## config.mk

```make
export PLATFORM = sky130hd
export DESIGN_NAME = seven_segment_capture
export DESIGN_NICKNAME = d
export VERILOG_FILES = /design/src/rtl/seven_segment_pkg.sv /design/src/rtl/seven_segment_pattern_decode.sv /design/src/rtl/seven_segment_capture.sv
export SDC_FILE = /design/constraint.sdc
export NUM_CORES = 1
export LEC_CHECK = 0
export CAP_MARGIN = 20
export CORE_MARGIN = 8
export CORE_UTILIZATION = 30
export CTS_CLUSTER_SIZE = 28
export DETAILED_ROUTE_END_ITERATION = 16
export PLACE_DENSITY = 0.53
export SLEW_MARGIN = 40
export SYNTH_ARGS = -nofsm -noshare
export SYNTH_HDL_FRONTEND = slang
export SYNTH_HIERARCHICAL = 1
export SYNTH_SLANG_ARGS = --single-unit
```

## constraint.sdc

```tcl
create_clock -name clk -period 8.1 [get_ports clk]
set_clock_uncertainty 0.15 [all_clocks]
set_input_delay 1.215 -clock clk [delete_from_list [all_inputs] [get_ports clk]]
set_output_delay 1.215 -clock clk [all_outputs]
set_load 0.005 [all_outputs]
```

## src/rtl/seven_segment_pkg.sv

```systemverilog
// Shared constants for the seven-segment capture block: segment codes,
// active-low digit selects, digit slot indices and the conversion FSM states.
package seven_segment_pkg;

    localparam logic [6:0] SEG_0 = 7'h40;
    localparam logic [6:0] SEG_1 = 7'h79;
    localparam logic [6:0] SEG_2 = 7'h24;
    localparam logic [6:0] SEG_3 = 7'h30;
    localparam logic [6:0] SEG_4 = 7'h19;
    localparam logic [6:0] SEG_5 = 7'h12;
    localparam logic [6:0] SEG_6 = 7'h02;
    localparam logic [6:0] SEG_7 = 7'h78;
    localparam logic [6:0] SEG_8 = 7'h00;
    localparam logic [6:0] SEG_9 = 7'h10;

    localparam logic [6:0] SEG_CODES [10] = '{SEG_0, SEG_1, SEG_2, SEG_3, SEG_4,
                                              SEG_5, SEG_6, SEG_7, SEG_8, SEG_9};

    localparam logic [3:0] SEL_THOUSANDS = 4'b1110;
    localparam logic [3:0] SEL_HUNDREDS  = 4'b1101;
    localparam logic [3:0] SEL_TENS      = 4'b1011;
    localparam logic [3:0] SEL_UNITS     = 4'b0111;
    localparam logic [3:0] SEL_BLANK     = 4'b1111;

    localparam logic [1:0] IDX_THOUSANDS = 2'd0;
    localparam logic [1:0] IDX_HUNDREDS  = 2'd1;
    localparam logic [1:0] IDX_TENS      = 2'd2;
    localparam logic [1:0] IDX_UNITS     = 2'd3;

    typedef enum logic [1:0] {
        COLLECT,
        CONVERT,
        DONE
    } state_t;

endpackage

```

## src/rtl/seven_segment_pattern_decode.sv

```systemverilog
// Combinational decode of an active-low 7-bit segment pattern (g..a) into a
// BCD digit plus a flag saying whether the pattern is one of the ten legal codes.
module seven_segment_pattern_decode
    import seven_segment_pkg::*;
(
    input  logic [6:0] pattern,
    output logic [3:0] digit,
    output logic       legal
);

    always_comb begin
        digit = 4'd0;
        legal = 1'b1;
        case (pattern)
            SEG_0:   digit = 4'd0;
            SEG_1:   digit = 4'd1;
            SEG_2:   digit = 4'd2;
            SEG_3:   digit = 4'd3;
            SEG_4:   digit = 4'd4;
            SEG_5:   digit = 4'd5;
            SEG_6:   digit = 4'd6;
            SEG_7:   digit = 4'd7;
            SEG_8:   digit = 4'd8;
            SEG_9:   digit = 4'd9;
            default: legal = 1'b0;
        endcase
    end

endmodule

```

## src/rtl/seven_segment_capture.sv

```systemverilog
// Samples a multiplexed 4-digit seven-segment bus and publishes the value 0..9999.
// Optional macro SEVEN_SEGMENT_CAPTURE_CONFIRM_EN: publish only after two identical frames.
module seven_segment_capture
    import seven_segment_pkg::*;
#(
    parameter int SETTLE_CYCLES = 16,
    parameter int SYNC_STAGES   = 2
) (
    input  logic        clk,
    input  logic        reset,
    input  logic [7:0]  sseg_in,
    input  logic [3:0]  cseg_in,
    output logic [13:0] value_out,
    output logic        decimal_out,
    output logic        value_valid,
    output logic        digit_error
);

    localparam int CW = $clog2(SETTLE_CYCLES + 1);
    localparam logic [CW-1:0] SETTLE_MAX = CW'(SETTLE_CYCLES);
    localparam logic [CW-1:0] SAMPLE_AT  = CW'(SETTLE_CYCLES - 1);

    logic [7:0]    sseg_sync [SYNC_STAGES];
    logic [3:0]    cseg_sync [SYNC_STAGES];
    logic [7:0]    sseg_s;
    logic [3:0]    cseg_s;
    logic [3:0]    cseg_prev;
    logic [CW-1:0] settle_cnt;
    logic          sample_event;
    logic          sel_valid;
    logic [1:0]    sel_idx;
    logic [3:0]    pat_digit;
    logic          pat_legal;
    logic          sample_ok;
    logic          sample_err;
    logic [3:0]    mask;
    logic [3:0]    mask_next;
    logic [3:0]    digits [4];
    logic [3:0]    snap [4];
    logic          dp_pending;
    logic          snap_dp;
    logic [13:0]   acc;
    logic [1:0]    conv_idx;
    logic [16:0]   acc_wide;
    logic          acc_unused;
    logic          start_snapshot;
    state_t        state;
    state_t        next_state;
`ifdef SEVEN_SEGMENT_CAPTURE_CONFIRM_EN
    logic [13:0]   prev_frame;
    logic          prev_valid;
`endif

    always_ff @(posedge clk or posedge reset) begin
        if (reset) begin
            for (int i = 0; i < SYNC_STAGES; i++) begin
                sseg_sync[i] <= '1;
                cseg_sync[i] <= SEL_BLANK;
            end
        end else begin
            sseg_sync[0] <= sseg_in;
            cseg_sync[0] <= cseg_in;
            for (int i = 1; i < SYNC_STAGES; i++) begin
                sseg_sync[i] <= sseg_sync[i-1];
                cseg_sync[i] <= cseg_sync[i-1];
            end
        end
    end

    assign sseg_s = sseg_sync[SYNC_STAGES-1];
    assign cseg_s = cseg_sync[SYNC_STAGES-1];

    // The equality term keeps a stale count from firing on the first cycle of a new select.
    always_ff @(posedge clk or posedge reset) begin
        if (reset) begin
            cseg_prev  <= SEL_BLANK;
            settle_cnt <= '0;
        end else begin
            cseg_prev <= cseg_s;
            if (cseg_s != cseg_prev) begin
                settle_cnt <= '0;
            end else if (settle_cnt != SETTLE_MAX) begin
                settle_cnt <= settle_cnt + 1'b1;
            end
        end
    end

    assign sample_event = (cseg_s == cseg_prev) && (settle_cnt == SAMPLE_AT);

    seven_segment_pattern_decode u_decode (
        .pattern (sseg_s[6:0]),
        .digit   (pat_digit),
        .legal   (pat_legal)
    );

    always_comb begin
        sel_valid = 1'b1;
        sel_idx   = IDX_UNITS;
        case (cseg_s)
            SEL_THOUSANDS: sel_idx = IDX_THOUSANDS;
            SEL_HUNDREDS:  sel_idx = IDX_HUNDREDS;
            SEL_TENS:      sel_idx = IDX_TENS;
            SEL_UNITS:     sel_idx = IDX_UNITS;
            default:       sel_valid = 1'b0;
        endcase
    end

    assign sample_ok  = sample_event && (cseg_s != SEL_BLANK) && sel_valid && pat_legal;
    assign sample_err = sample_event && (cseg_s != SEL_BLANK) && !(sel_valid && pat_legal);

    always_comb begin
        mask_next = mask;
        if (start_snapshot) mask_next = '0;
        if (sample_ok)      mask_next[sel_idx] = 1'b1;
        if (sample_err)     mask_next = '0;
    end

    always_comb begin
        next_state     = state;
        start_snapshot = 1'b0;
        case (state)
            COLLECT: begin
                if (mask == 4'hF) begin
                    start_snapshot = 1'b1;
                    next_state     = CONVERT;
                end
            end
            CONVERT: if (conv_idx == IDX_UNITS) next_state = DONE;
            DONE:    next_state = COLLECT;
            default: next_state = COLLECT;
        endcase
    end

    always_ff @(posedge clk or posedge reset) begin
        if (reset) state <= COLLECT;
        else       state <= next_state;
    end

    assign acc_wide   = {acc, 3'b000} + {2'b00, acc, 1'b0} + {13'd0, snap[conv_idx]};
    assign acc_unused = ^acc_wide[16:14];

    // Digit slots keep filling while the snapshot feeds the conversion.
    always_ff @(posedge clk or posedge reset) begin
        if (reset) begin
            mask        <= '0;
            dp_pending  <= 1'b0;
            snap_dp     <= 1'b0;
            acc         <= '0;
            conv_idx    <= '0;
            value_out   <= '0;
            decimal_out <= 1'b0;
            value_valid <= 1'b0;
            digit_error <= 1'b0;
            for (int i = 0; i < 4; i++) begin
                digits[i] <= '0;
                snap[i]   <= '0;
            end
`ifdef SEVEN_SEGMENT_CAPTURE_CONFIRM_EN
            prev_frame  <= '0;
            prev_valid  <= 1'b0;
`endif
        end else begin
            mask        <= mask_next;
            digit_error <= sample_err;
            value_valid <= 1'b0;
            if (sample_ok) begin
                digits[sel_idx] <= pat_digit;
                if (sel_idx == IDX_THOUSANDS) dp_pending <= ~sseg_s[7];
            end
            if (start_snapshot) begin
                snap     <= digits;
                snap_dp  <= dp_pending;
                acc      <= '0;
                conv_idx <= '0;
            end
            if (state == CONVERT) begin
                acc      <= acc_wide[13:0];
                conv_idx <= conv_idx + 1'b1;
            end
            if (state == DONE) begin
`ifdef SEVEN_SEGMENT_CAPTURE_CONFIRM_EN
                if (prev_valid && (prev_frame == acc)) begin
                    value_out   <= acc;
                    decimal_out <= snap_dp;
                    value_valid <= 1'b1;
                end else begin
                    prev_frame <= acc;
                    prev_valid <= 1'b1;
                end
`else
                value_out   <= acc;
                decimal_out <= snap_dp;
                value_valid <= 1'b1;
`endif
            end
`ifdef SEVEN_SEGMENT_CAPTURE_CONFIRM_EN
            if (sample_err) prev_valid <= 1'b0;
`endif
        end
    end

endmodule

```

## Word-level counts from Yosys, hierarchy flattened

Index checks and enable logic that the tools add are counted.

| word-level totals | value |
|---|---|
| bits in registers | 106 |
| input port bits | 14 |
| word-level logic and storage cells | 106 |

| operators by class | value |
|---|---|
| add/sub/neg operators | 4 |
| magnitude comparators | 5 |
| equality and inequality tests | 24 |
| muxes and demuxes | 27 |
| bitwise gates (word level) | 4 |
| reductions and logical operators | 18 |

Operator list:

| kind | count |
|---|---|
| 4-bit case mux with 9 select lines | 1 |
| 14-bit two-way mux | 2 |
| 4-bit two-way mux | 6 |
| 7-bit by 5-bit equality test with 1-bit output (second input constant) | 3 |
| 7-bit equality test (second input constant) | 3 |
| 16-bit bitwise mux | 1 |
| 4-bit equality test (second input constant) | 4 |
| 14-bit adder | 1 |
| 14-bit by 4-bit adder with 14-bit output | 1 |
| 7-bit by 6-bit equality test with 1-bit output (second input constant) | 2 |
| 5-bit two-way mux | 2 |
| 10-bit OR reduction | 1 |
| 4-bit binary-select mux with 2-bit select | 1 |
| 4-bit demux with 2-bit select | 1 |
| 1-bit logical AND | 8 |
| 2-bit two-way mux | 4 |
| 7-bit by 2-bit equality test with 1-bit output (second input constant) | 1 |
| 7-bit zero test | 1 |
| 3-bit >= comparator (second input constant) | 2 |
| 1-bit two-way mux | 6 |
| 2-bit NOT with 3-bit output | 2 |
| 2-bit case mux with 3 select lines | 1 |
| 5-bit by 1-bit adder with 5-bit output (second input constant) | 1 |
| 5-bit by 4-bit equality test with 1-bit output (second input constant) | 1 |
| 21 further kinds | 26 |

## Depth between registers and ports, before layout

Gate-level depths: netlist (run 1).

| logic depth | value |
|---|---|
| word-level depth | 9 |
| mapped depth | 11 |
| depth with buffers taken out | 10 |

## By module

Netlist (run 1), hierarchy kept.

Modules (own cells, without submodules):

| module | times used | cells an instance | area an instance (um^2) |
|---|---|---|---|
| seven_segment_capture | 1 | 401 | 4,730.8 |
| seven_segment_pattern_decode | 1 | 32 | 224.0 |

## Worst setup path before layout (run 1)

Ideal clock, no wire load.

| timing path | value |
|---|---|
| kind | register -> register |
| from | register conv_idx[0] |
| to | register acc[13] |
| setup time | 0.136 ns |
| data arrival time | 3.026 ns |
| data required time | 7.814 ns |
| setup slack | 4.787 ns |
| stages on the path, launching flop included | 12 |
| clock period less this slack | 3.313 ns |
| cell sequence | dfrtp_1 > clkbuf_1 > mux4_2 > inv_1 > fa_1 > inv_1 > ha_1 > a21o_1 > and4_1 > o211ai_1 > a21oi_1 > or3b_2 |

| on the way | value |
|---|---|
| word-level cells in the longest chain between the ends | 6 |

Ends and longest elaborated chain:

| item | RTL line | RTL |
|---|---|---|
| start: declaration | seven_segment_capture.sv:43 | `logic [1:0] conv_idx;` |
| start signal: assignment | seven_segment_capture.sv:178 | `conv_idx <= conv_idx + 1'b1;` |
| 2-bit NOT with 3-bit output (implied by the code) | seven_segment_capture.sv:139 | `assign acc_wide = {acc, 3'b000} + {2'b00, acc, 1'b0} + {13'd0, snap[conv_idx]};` |
| 4-bit binary-select mux with 2-bit select | seven_segment_capture.sv:139 |  |
| 4-bit two-way mux (implied by the code) (2 in a row) | seven_segment_capture.sv:139 |  |
| 14-bit by 4-bit adder with 14-bit output | seven_segment_capture.sv:139 |  |
| 14-bit two-way mux | seven_segment_capture.sv:176 | `if (state == CONVERT) begin` |
| end signal: assignment | seven_segment_capture.sv:177 | `acc <= acc_wide[13:0];` |
| end: declaration | seven_segment_capture.sv:42 | `logic [13:0] acc;` |

Every way passes these cells. The select of a mux whose other input is x is not followed.
A chain may end at the register's enable or synchronous reset.

## Worst setup path in the final report (run 1)

Ends and elaborated chain as after synthesis.

==> results.md, run 1 <==
* Outcome: completed
* Overflow after GRT at 0
* Via count at 3150
* Crit. End Element: register
* HP Class: reg -> reg
* Maxcap violations at 0
* CTS tree: yes
* Netlist cell types at 58
* Row cnt at 47
* Mapped Area at 4955 µm²
* Vias/cell at 4.605
* Remaining DRCs at 0
* Antenna fix cells at 0
* Slew Limit Fails at 0
* Tcrit/Tclk final at 0.4118
* Sequential area share after synthesis at 0.5424
* Fraction of layout cells with a size suffix above 1 at 0.2155
* Final min period at 3336 ps
* Clk_lat worst skew at 350 ps
* Ys flop type: dfrtp_1
* Most used cell, CP: inv_1
* Post-synth ARST share at 1.000
* Mapped Cells at 433
* Initial antenna violation count at 0
* Largest net degree at the start of global routing at 82
* Post-synthesis sequential element count at 106
* Slowest CP cell: mux4_2
* Largest area contributor in the netlist: dfrtp_1
* All-Layer GR Usage at 0.09624
* Die height at 144.5 µm
* Die ar. at 20880 µm²
* EDFF count, synth at 0
* Net Sw Frac at 0.2134
* Slowest cell delay on critical path at 540 ps
* Routed Antenna Nets at 0
* Routed wire length at 9.189 mm
* Req. time, crit path at 8180 ps
* Pwr dens at 182.0 nW/µm²
* Maximum clock frequency at 299.8 MHz
* Layout area overhead at 16.99%
* VDD IR-drop max at 0.1166 mV
* Largest cells by area after synthesis: dfrtp_1 (39%), dfstp_2 (15%), mux2_2 (7.0%), ha_1 (6.6%), nand2_1 (5.7%)
* DP Wirelength at 6.359 mm
* IO Port Bufs at 30
* Vias in the first global route at 3291
* Critical R2R Launch: conv_idx[0]
* CTS sink count at 106
* CP startpoint kind: register
* Net count after synthesis at 475
* Post-CTS Setup Inserts at 0
* CTS Hold Bufs at 0
* RSZ-0062 raised after global routing: false
* Drt initial violations at 131
* Total core area at 16350 µm²
* Slew HR at 0.5210
* Syn avg cell area at 11.44 µm²
* Yosys warns at 6
* Crit path kind: reg -> reg
* GPL Wtd Cong at 0.7976
* CP Cell Sequence: mux4_2 > inv_1 > fa_1 > inv_1 > ha_1 > a21o_1 > and4_1 > o211ai_1 > a21oi_1 > or3b_2
* Die width at 144.5 µm
* CP startpoint: conv_idx[0]
* Post-CTS Resized at 0
* Hold_sp: sseg_sync[13]
* Internal at 829.9 µW
* Inst Count DP at 668
* Clk network pwr share at 0.451
* Synth cell count leaders: dfrtp_1 (78), nand2_1 (75), mux2_2 (31)
* # setup viols final at 0
* Total number of H-tree levels at 3
* Ports at 31
* Post-synth top area share at 0.3939
* Crit-path max FO at 7
* Setup_tns at 0 ps
* Longest Clk Path Bufs at 2
* First-pass GRT wire length at 15.99 mm
* Nets at 501
* Most common cell in the netlist: dfrtp_1
* Switching power at 225.1 µW
* Static Leak at 2.725 nW
* Final hold violation count at 0
* CTS Buf Count at 9
* Clock-pin slew on the worst setup and hold paths at 70 ps
* Fin Hold WS at 205.9 ps
* Share of power burned in registers at 0.521
* Drt wl/cell at 13.43 µm
* DR pass1 iterations at 4
* Worst-Margin Slew at 718.4 ps
* Final std cells w/o fill at 684
* Comb power frac at 0.028
* CTS root buf: clkbuf_16
* Critical Path AT at 3410 ps
* Initial core utilization at 0.3031
-- sequential cells by signal (all words and copies together) (netlist names) --
register     flops
cseg_sync        4
value_valid      1
sseg_sync        8
acc             14
value_out       14
snap            16
cseg_prev        4
decimal_out      1
state            2
settle_cnt       5
dp_pending       1
digit_error      1
mask             4
snap_dp          1
digits          16
cseg_s           4
conv_idx         2
sseg_s           8
-- stage by stage --
stage / power (mW) / setup slack, ps / utilization / instance area (µm²)
floorplan: 0.5788 / 3992 / - / 4955
global placement: 0.5883 / 4789 / 0.3341 / 5461
detailed placement: 0.5901 / 4738 / 0.3344 / 5466
CTS: 1.072 / 4739 / 0.3543 / 5792
global route: 1.099 / 4538 / 0.3546 / 5797
finish: 1.055 / 4764 / 0.3546 / 5797
-- final timing paths --
check | depth (start not counted) | slack (ps) | to
worst max-delay path | 10 | 4760 | acc[13]
worst min-delay path | 0 | 210 | sseg_s[5]
worst max register to register | 10 | 4760 | acc[13]
worst min register to register | 0 | 210 | sseg_s[5]
max in group asynchronous | 3 | 5760 | settle_cnt[0]
min in group asynchronous | 2 | 1030 | value_out[3]
-- per-layer routing --
metal  track usage  wire, µm
met5             0         0
met4       0.03560       149
met3       0.02839       370
met2        0.1588      4405
met1        0.1166      4264
-- cells in the final DEF (no fill, tap or decap), types with 14 or more instances in the layout --
master / synthesis / routed
clkdlybuf4s50_1: 0 / 30
dfrtp_1: 78 / 78
ha_1: 26 / 26
inv_1: 16 / 15
nand3_1: 17 / 17
o21ai_0: 20 / 20
dfstp_2: 28 / 28
nor2_1: 14 / 14
a21oi_1: 14 / 14
nand2_1: 75 / 75
mux2_2: 31 / 31
-- layout make-up --
class / count / area [µm²]
Clock inverter: 6 / 96.34
Sequential cell: 106 / 2688
Fill cell: 1647 / 10550
Timing Repair Buffer: 33 / 326.6
Multi-Input combinational cell: 293 / 2120
Clock buffer: 10 / 229.0
Tap cell: 220 / 275.3
Inverter: 16 / 62.56
-- logic make-up after synthesis --
family	count (synthesis)	synth area share
adder cells (fa/ha/maj)	28	0.07374
flip-flops	106	0.5424
XOR/XNOR	19	0.03359
buffers and inverters	34	0.03232
AO/OA/AOI/OAI	56	0.06869
AND/OR/NAND/NOR	151	0.1525
multiplexers	39	0.09672
-- critical path: cells and delay by family (launching register included) --
kind | cells | cell delay, ps
compound gates | 3 | 460
fa+ha+maj | 2 | 640
buf+inv | 2 | 190
flops | 1 | 530
mux | 1 | 540
simple gates | 2 | 690
-- power groups by stage --
stage | combinational, mW | clock [mW] | sequential [mW]
global route | 0.0341 | 0.514 | 0.551
CTS | 0.0305 | 0.492 | 0.550
detailed placement | 0.0304 | 0 | 0.560
global placement | 0.0292 | 0 | 0.559
floorplan | 0.0238 | 0 | 0.555
finish | 0.0292 | 0.476 | 0.550
Power figures use the tool's default switching activity.
==> run 2, diff against run 1 <==
==> constraint.sdc (replaced) <==
create_clock -name clk -period 3.45 [get_ports clk]
set_clock_uncertainty 0.15 [all_clocks]
set_input_delay 0.5175 -clock clk [delete_from_list [all_inputs] [get_ports clk]]
set_output_delay 0.5175 -clock clk [all_outputs]
set_load 0.005 [all_outputs]
==> run 2 against run 1 <==
Against the previous run:
- total power rose by 120%
- critical path depth is the same
- setup slack got worse by 4500 ps
- non-clock buffer count grew 3
- global-route usage shrank 0.21 points
- sequential power up 130%
- final cell count grew 0.44%
- first-iteration DRC count increased by 47%
- via count up 0.41%
- register-to-register slack lost 4500 ps
- critical path type unchanged
- critical endpoint is now acc[8]
==> results.md, run 2 (synthesized netlist as in run 1, its figures left out) <==
* Slowest cell delay on critical path at 500 ps (was 540 ps)
* Ports at 31 (unchanged)
* Final std cells w/o fill at 687 (was 684)
* Vias in the first global route at 3270 (was 3291)
* Commonest non-fill, non-tap cell in the layout: dfrtp_1 (unchanged)
* Inst Count DP at 671 (was 668)
* Layout area overhead at 16.67% (was 16.99%)
* CTS Hold Bufs at 0 (unchanged)
* CTS root buf: clkbuf_16 (unchanged)
* Longest Clk Path Bufs at 2 (unchanged)
* Vias/cell at 4.604 (was 4.605)
* Post-CTS Setup Inserts at 0 (unchanged)
* Most used cell, CP: ha_1 (was inv_1)
* Die height at 144.5 µm (unchanged)
* Maximum clock frequency at 315.4 MHz (was 299.8 MHz)
* Crit path kind: reg -> reg (unchanged)
* All-Layer GR Usage at 0.09417 (was 0.09624)
* Static Leak at 2.721 nW (was 2.725 nW)
* CP Cell Sequence: buf_4 > mux4_2 > ha_1 > ha_1 > fa_1 > a21oi_1 > o22ai_1 > or2_2 > xnor2_1 > o21ai_0 (was mux4_2 > inv_1 > fa_1 > inv_1 > ha_1 > a21o_1 > and4_1 > o211ai_1 > a21oi_1 > or3b_2)
* Overflow after GRT at 0 (unchanged)
* CTS sink count at 106 (unchanged)
* Drt wl/cell at 13.19 µm (was 13.43 µm)
* HP Class: reg -> reg (unchanged)
* Largest net degree at the start of global routing at 60 (was 82)
* IO Port Bufs at 30 (unchanged)
* Nets at 504 (was 501)
* Remaining DRCs at 0 (unchanged)
* Crit-path max FO at 6 (was 7)
* Post-CTS Resized at 0 (unchanged)
* # setup viols final at 0 (unchanged)
* Largest regs: digits: 16 flops, snap: 16 flops (unchanged)
* CTS Buf Count at 9 (unchanged)
* Slew HR at 0.5827 (was 0.5210)
* Setup_tns at 0 ps (unchanged)
* Maxcap violations at 0 (unchanged)
* CTS tree: yes (unchanged)
* Die width at 144.5 µm (unchanged)
* Routed Antenna Nets at 0 (unchanged)
* RSZ-0062 raised after global routing: false (unchanged)
* Fin Hold WS at 206.3 ps (was 205.9 ps)
* VDD IR-drop max at 0.2214 mV (was 0.1166 mV)
* Final instance area at 5781 µm² (was 5797 µm²)
* Multi-input gate area at 2118 µm² (was 2120 µm²)
* Worst-Margin Slew at 620.3 ps (was 718.4 ps)
* Final min period at 3171 ps (was 3336 ps)
* Antenna fix cells at 0 (unchanged)
* Initial antenna violation count at 0 (unchanged)
* Cell Area, Placed at 5499 µm² (was 5466 µm²)
* Initial core utilization at 0.3031 (unchanged)
* Slowest CP cell: mux4_2 (unchanged)
* Crit. End Element: register (unchanged)
* DR pass1 iterations at 5 (was 4)
* Row cnt at 47 (unchanged)
* Total core area at 16350 µm² (unchanged)
* Req. time, crit path at 3510 ps (was 8180 ps)
* Clock-pin slew on the worst setup and hold paths at 70 ps (about the same)
* Final hold violation count at 0 (unchanged)
* Routed wire length at 9.060 mm (was 9.189 mm)
* DP Wirelength at 6.276 mm (was 6.359 mm)
* Sequential Area at 2688 µm² (unchanged)
* Pwr dens at 402.2 nW/µm² (was 182.0 nW/µm²)
* Outcome: completed (unchanged)
* Tcrit/Tclk final at 0.9191 (was 0.4118)
* Via count at 3163 (was 3150)
* Drt initial violations at 192 (was 131)
* GPL Wtd Cong at 0.8111 (was 0.7976)
* Critical Path AT at 3230 ps (was 3410 ps)
* Slew Limit Fails at 0 (unchanged)
* Clk_lat worst skew at 350 ps (about the same)
* Die ar. at 20880 µm² (unchanged)
* Power Total at 2.325 mW (was 1.055 mW)
* Fraction of layout cells with a size suffix above 1 at 0.2184 (was 0.2155)
* Total number of H-tree levels at 3 (unchanged)
* CP startpoint kind: register (unchanged)
* Filler instances at 1658 (was 1647)
* First-pass GRT wire length at 15.84 mm (was 15.99 mm)
* Most frequent cells in the layout: dfrtp_1 (78), nand2_1 (75), mux2_2 (31) (unchanged)
-- run 2: cell count changes in the layout (fill, tap and decap cells not counted) --
cell,change
buf_12,+1
bufinv_16,-2
inv_6,+3
buf_6,-1
or4_2,-1
clkinv_2,+1
inv_4,-1
inv_8,-1
buf_4,+3
or4_1,+1
-- run 2: worst paths after layout --
kind / end / slack (ps) / start / cells past startpoint
setup / recovery: acc[8] / 280 / conv_idx[0] / 10
hold / removal: cseg_s[3] / 210 / cseg_sync[7] / 0
setup reg to reg: acc[8] / 280 / conv_idx[0] / 10
hold reg to reg: cseg_s[3] / 210 / cseg_sync[7] / 0
max in group asynchronous: cseg_s[2] / 2010 / reset / 3
min in group asynchronous: acc[1] / 460 / reset / 2
-- run 2: where the power goes --
group          switching, mW  total [mW]  internal [mW]
Clock                  0.463       0.962          0.499
Sequential            0.0184        1.29           1.27
Combinational         0.0405      0.0711         0.0306
Total                  0.522        2.32           1.80
-- run 2: critical path, delay by kind of cell (launching register included) --
kind | cells | cell delay (ps)
buf+inv | 1 | 170
mux | 1 | 500
compound gates | 3 | 480
flops | 1 | 370
simple gates | 1 | 300
xor+xnor | 1 | 120
fa+ha+maj | 3 | 940
-- run 2: per-stage QoR --
step | setup WS, ps | util
2_1_floorplan | 39.94 | -
3_3_place_gp | 314.6 | 0.3362
3_5_place_dp | 283.7 | 0.3364
4_1_cts | 276.0 | 0.3533
5_1_grt | 63.01 | 0.3536
6_report | 279.0 | 0.3536
-- run 2: routing by layer --
metal | GRT usage | vias to the layer above | part of all wire
met5 | 0 | - | 0
met4 | 0.03779 | 0 | 0.018
met3 | 0.02179 | 13 | 0.038
met2 | 0.1568 | 47 | 0.48
met1 | 0.1154 | 1552 | 0.47
li1 | - | 1551 | -
-- run 2: final cells by class --
cell class              instances  share of cell area
flip-flops and latches        106              0.4649
repair buffers                 36             0.06190
clock buffers                  10             0.03961
multi-input cells             293              0.3665
clock inverters                 6            0.008225
well taps                     220             0.04762
inverters                      16             0.01126
==> run 3, diff against run 2 <==
--- a/config.mk
+++ b/config.mk
@@ -11,7 +11,6 @@
 export CTS_CLUSTER_SIZE = 28
 export DETAILED_ROUTE_END_ITERATION = 16
 export PLACE_DENSITY = 0.53
-export SLEW_MARGIN = 40
 export SYNTH_ARGS = -nofsm -noshare
 export SYNTH_HDL_FRONTEND = slang
 export SYNTH_HIERARCHICAL = 1
==> run 3 against run 2 <==
Against the previous run:
- critical path depth unchanged
- total power increased by 2.6%
- final area increased by 0.19%
- clock power increased by 6%
- die area unchanged
- non-clock buffer count unchanged
- maximum frequency decreased by 0.21%
- via count increased by 0.51%
- critical path type unchanged
- largest power group unchanged
==> results.md, run 3 (synthesized netlist as in run 1, its figures left out) <==
* Outcome: completed (unchanged)
* GRT Max-Usage Layer: met2 (unchanged)
* Post-CTS Resized at 0 (unchanged)
* CTS Hold Bufs at 0 (unchanged)
* Internal at 1.875 mW (was 1.803 mW)
* Row cnt at 47 (unchanged)
* Remaining DRCs at 0 (unchanged)
* Die ar. at 20880 µm² (unchanged)
* Setup_tns at 0 ps (unchanged)
* Worst-Margin Slew at 845.0 ps (was 620.3 ps)
* GPL Wtd Cong at 0.8111 (unchanged)
* Pwr dens at 411.9 nW/µm² (was 402.2 nW/µm²)
* Pre-CTS setup slack at 276.7 ps (was 283.7 ps)
* Commonest non-fill, non-tap cell in the layout: dfrtp_1 (unchanged)
* Layout area overhead at 16.89% (was 16.67%)
* Drt wl/cell at 13.22 µm (was 13.19 µm)
* Util after Layout at 0.3543 (was 0.3536)
* Final min period at 3177 ps (was 3171 ps)
* Final std cells w/o fill at 687 (unchanged)
* Routed wire length at 9.084 mm (was 9.060 mm)
* Met3 Use GR at 0.02443 (was 0.02179)
* DR pass1 iterations at 4 (was 5)
* CTS tree: yes (unchanged)
* CTS root buf: clkbuf_16 (unchanged)
* Worst R2R Path Depth at 10 (unchanged)
* Depth of the worst hold-timing path at 0 (unchanged)
* Inst Count DP at 671 (unchanged)
* Final instance area at 5792 µm² (was 5781 µm²)
* Vias in the first global route at 3295 (was 3270)
* Ports at 31 (unchanged)
* Crit-path max FO at 6 (unchanged)
* Nets at 504 (unchanged)
* Post-CTS Setup Inserts at 0 (unchanged)
* Crit path kind: reg -> reg (unchanged)
* Final hold violation count at 0 (unchanged)
* IO Port Bufs at 30 (unchanged)
* Largest regs: digits: 16 flops, snap: 16 flops (unchanged)
* Fraction of layout cells with a size suffix above 1 at 0.2120 (was 0.2184)
* DP Wirelength at 6.321 mm (was 6.276 mm)
* First-pass GRT wire length at 15.86 mm (was 15.84 mm)
* Net Sw Frac at 0.2141 (was 0.2245)
* Vias/cell at 4.627 (was 4.604)
* Clk_lat worst skew at 340 ps (was 350 ps)
* Longest Clk Path Bufs at 2 (unchanged)
* Total core area at 16350 µm² (unchanged)
* Routed Antenna Nets at 0 (unchanged)
* Maximum clock frequency at 314.7 MHz (was 315.4 MHz)
* Cell Area, Placed at 5497 µm² (was 5499 µm²)
* Multi-input gate area at 2113 µm² (was 2118 µm²)
* Clk network pwr share at 0.429 (was 0.414)
* Drt initial violations at 121 (was 192)
* Slew Limit Fails at 0 (unchanged)
* CTS sink count at 106 (unchanged)
* Most frequent cells in the layout: dfrtp_1 (78), nand2_1 (75), mux2_2 (31) (unchanged)
* CTS Buf Count at 9 (unchanged)
* Total number of H-tree levels at 3 (unchanged)
* HP Class: reg -> reg (unchanged)
* All-Layer GR Usage at 0.09457 (was 0.09417)
* Tcrit/Tclk final at 0.9210 (was 0.9191)
* Comb power frac at 0.030 (was 0.031)
* Static Leak at 2.733 nW (was 2.721 nW)
* Initial core utilization at 0.3031 (unchanged)
* Via count at 3179 (was 3163)
* Maxcap violations at 0 (unchanged)
* Share of power burned in registers at 0.541 (was 0.556)
* Clock-pin slew on the worst setup and hold paths at 70 ps (about the same)
* Overflow after GRT at 0 (unchanged)
* GR Util met1 at 0.1166 (was 0.1154)
* Antenna fix cells at 0 (unchanged)
* Req. time, crit path at 3490 ps (was 3510 ps)
* Switching power at 510.8 µW (was 521.9 µW)
* Crit. End Element: register (unchanged)
* Initial antenna violation count at 0 (unchanged)
* Final worst slack at 272.5 ps (was 279.0 ps)
* Critical Path AT at 3220 ps (was 3230 ps)
* Die width at 144.5 µm (unchanged)
* Slew HR at 0.4355 (was 0.5827)
* Die height at 144.5 µm (unchanged)
* Largest net degree at the start of global routing at 60 (unchanged)
* VDD IR-drop max at 0.2665 mV (was 0.2214 mV)
* CP startpoint kind: register (unchanged)
* Sequential Area at 2688 µm² (unchanged)
* Filler instances at 1666 (was 1658)
* RSZ-0062 raised after global routing: false (unchanged)
* M2 GR Usage at 0.1586 (was 0.1568)
* # setup viols final at 0 (unchanged)
## run 3: stage by stage
stage,hold WS [ps],total power [mW]
after CTS,207.0,2.436
after detailed placement,196.8,1.388
final,206.3,2.385
after floorplan,195.2,1.359
after global routing,210.5,2.493
after global placement,195.5,1.385
## run 3: path summary, 6_finish.rpt
| kind | startpoint | endpoint | slack, ps |
|---|---|---|---|
| max | conv_idx[0] | acc[8] | 270 |
| min | sseg_sync[13] | sseg_s[5] | 210 |
| max reg2reg | conv_idx[0] | acc[8] | 270 |
| min reg2reg | sseg_sync[13] | sseg_s[5] | 210 |
| max in group asynchronous | reset | cseg_prev[3] | 1880 |
| min in group asynchronous | reset | value_out[4] | 510 |
## run 3: cell type report
type                    count  share of cell area
multi-input cells         293              0.3649
well taps                 220             0.04753
clock inverters             5             0.01080
clock buffers              11             0.04018
inverters                  16             0.01080
flip-flops and latches    106              0.4640
repair buffers             36             0.06178
## run 3: worst max-delay path: stages (launching register included)
cell	delay [ps]
dfrtp_1	370
buf_4	170
mux4_2	510
ha_1	290
ha_1	230
fa_1	410
a21oi_1	270
o22ai_1	130
or2_2	300
xnor2_1	120
o21ai_0	80
## run 3: metal layers
metal  vias to the layer above  routed length (µm)
met3                        12                 369
met2                        51                4305
li1                       1552                   -
met5                         -                   0
met4                         0                 112
met1                      1564                4297
## run 3: power groups by stage
stage,clock network (mW),registers [mW],logic (mW)
CTS,1.07,1.29,0.0738
floorplan,0,1.30,0.0559
global route,1.12,1.29,0.0818
finish,1.02,1.29,0.0713
detailed placement,0,1.31,0.0734
global placement,0,1.31,0.0717
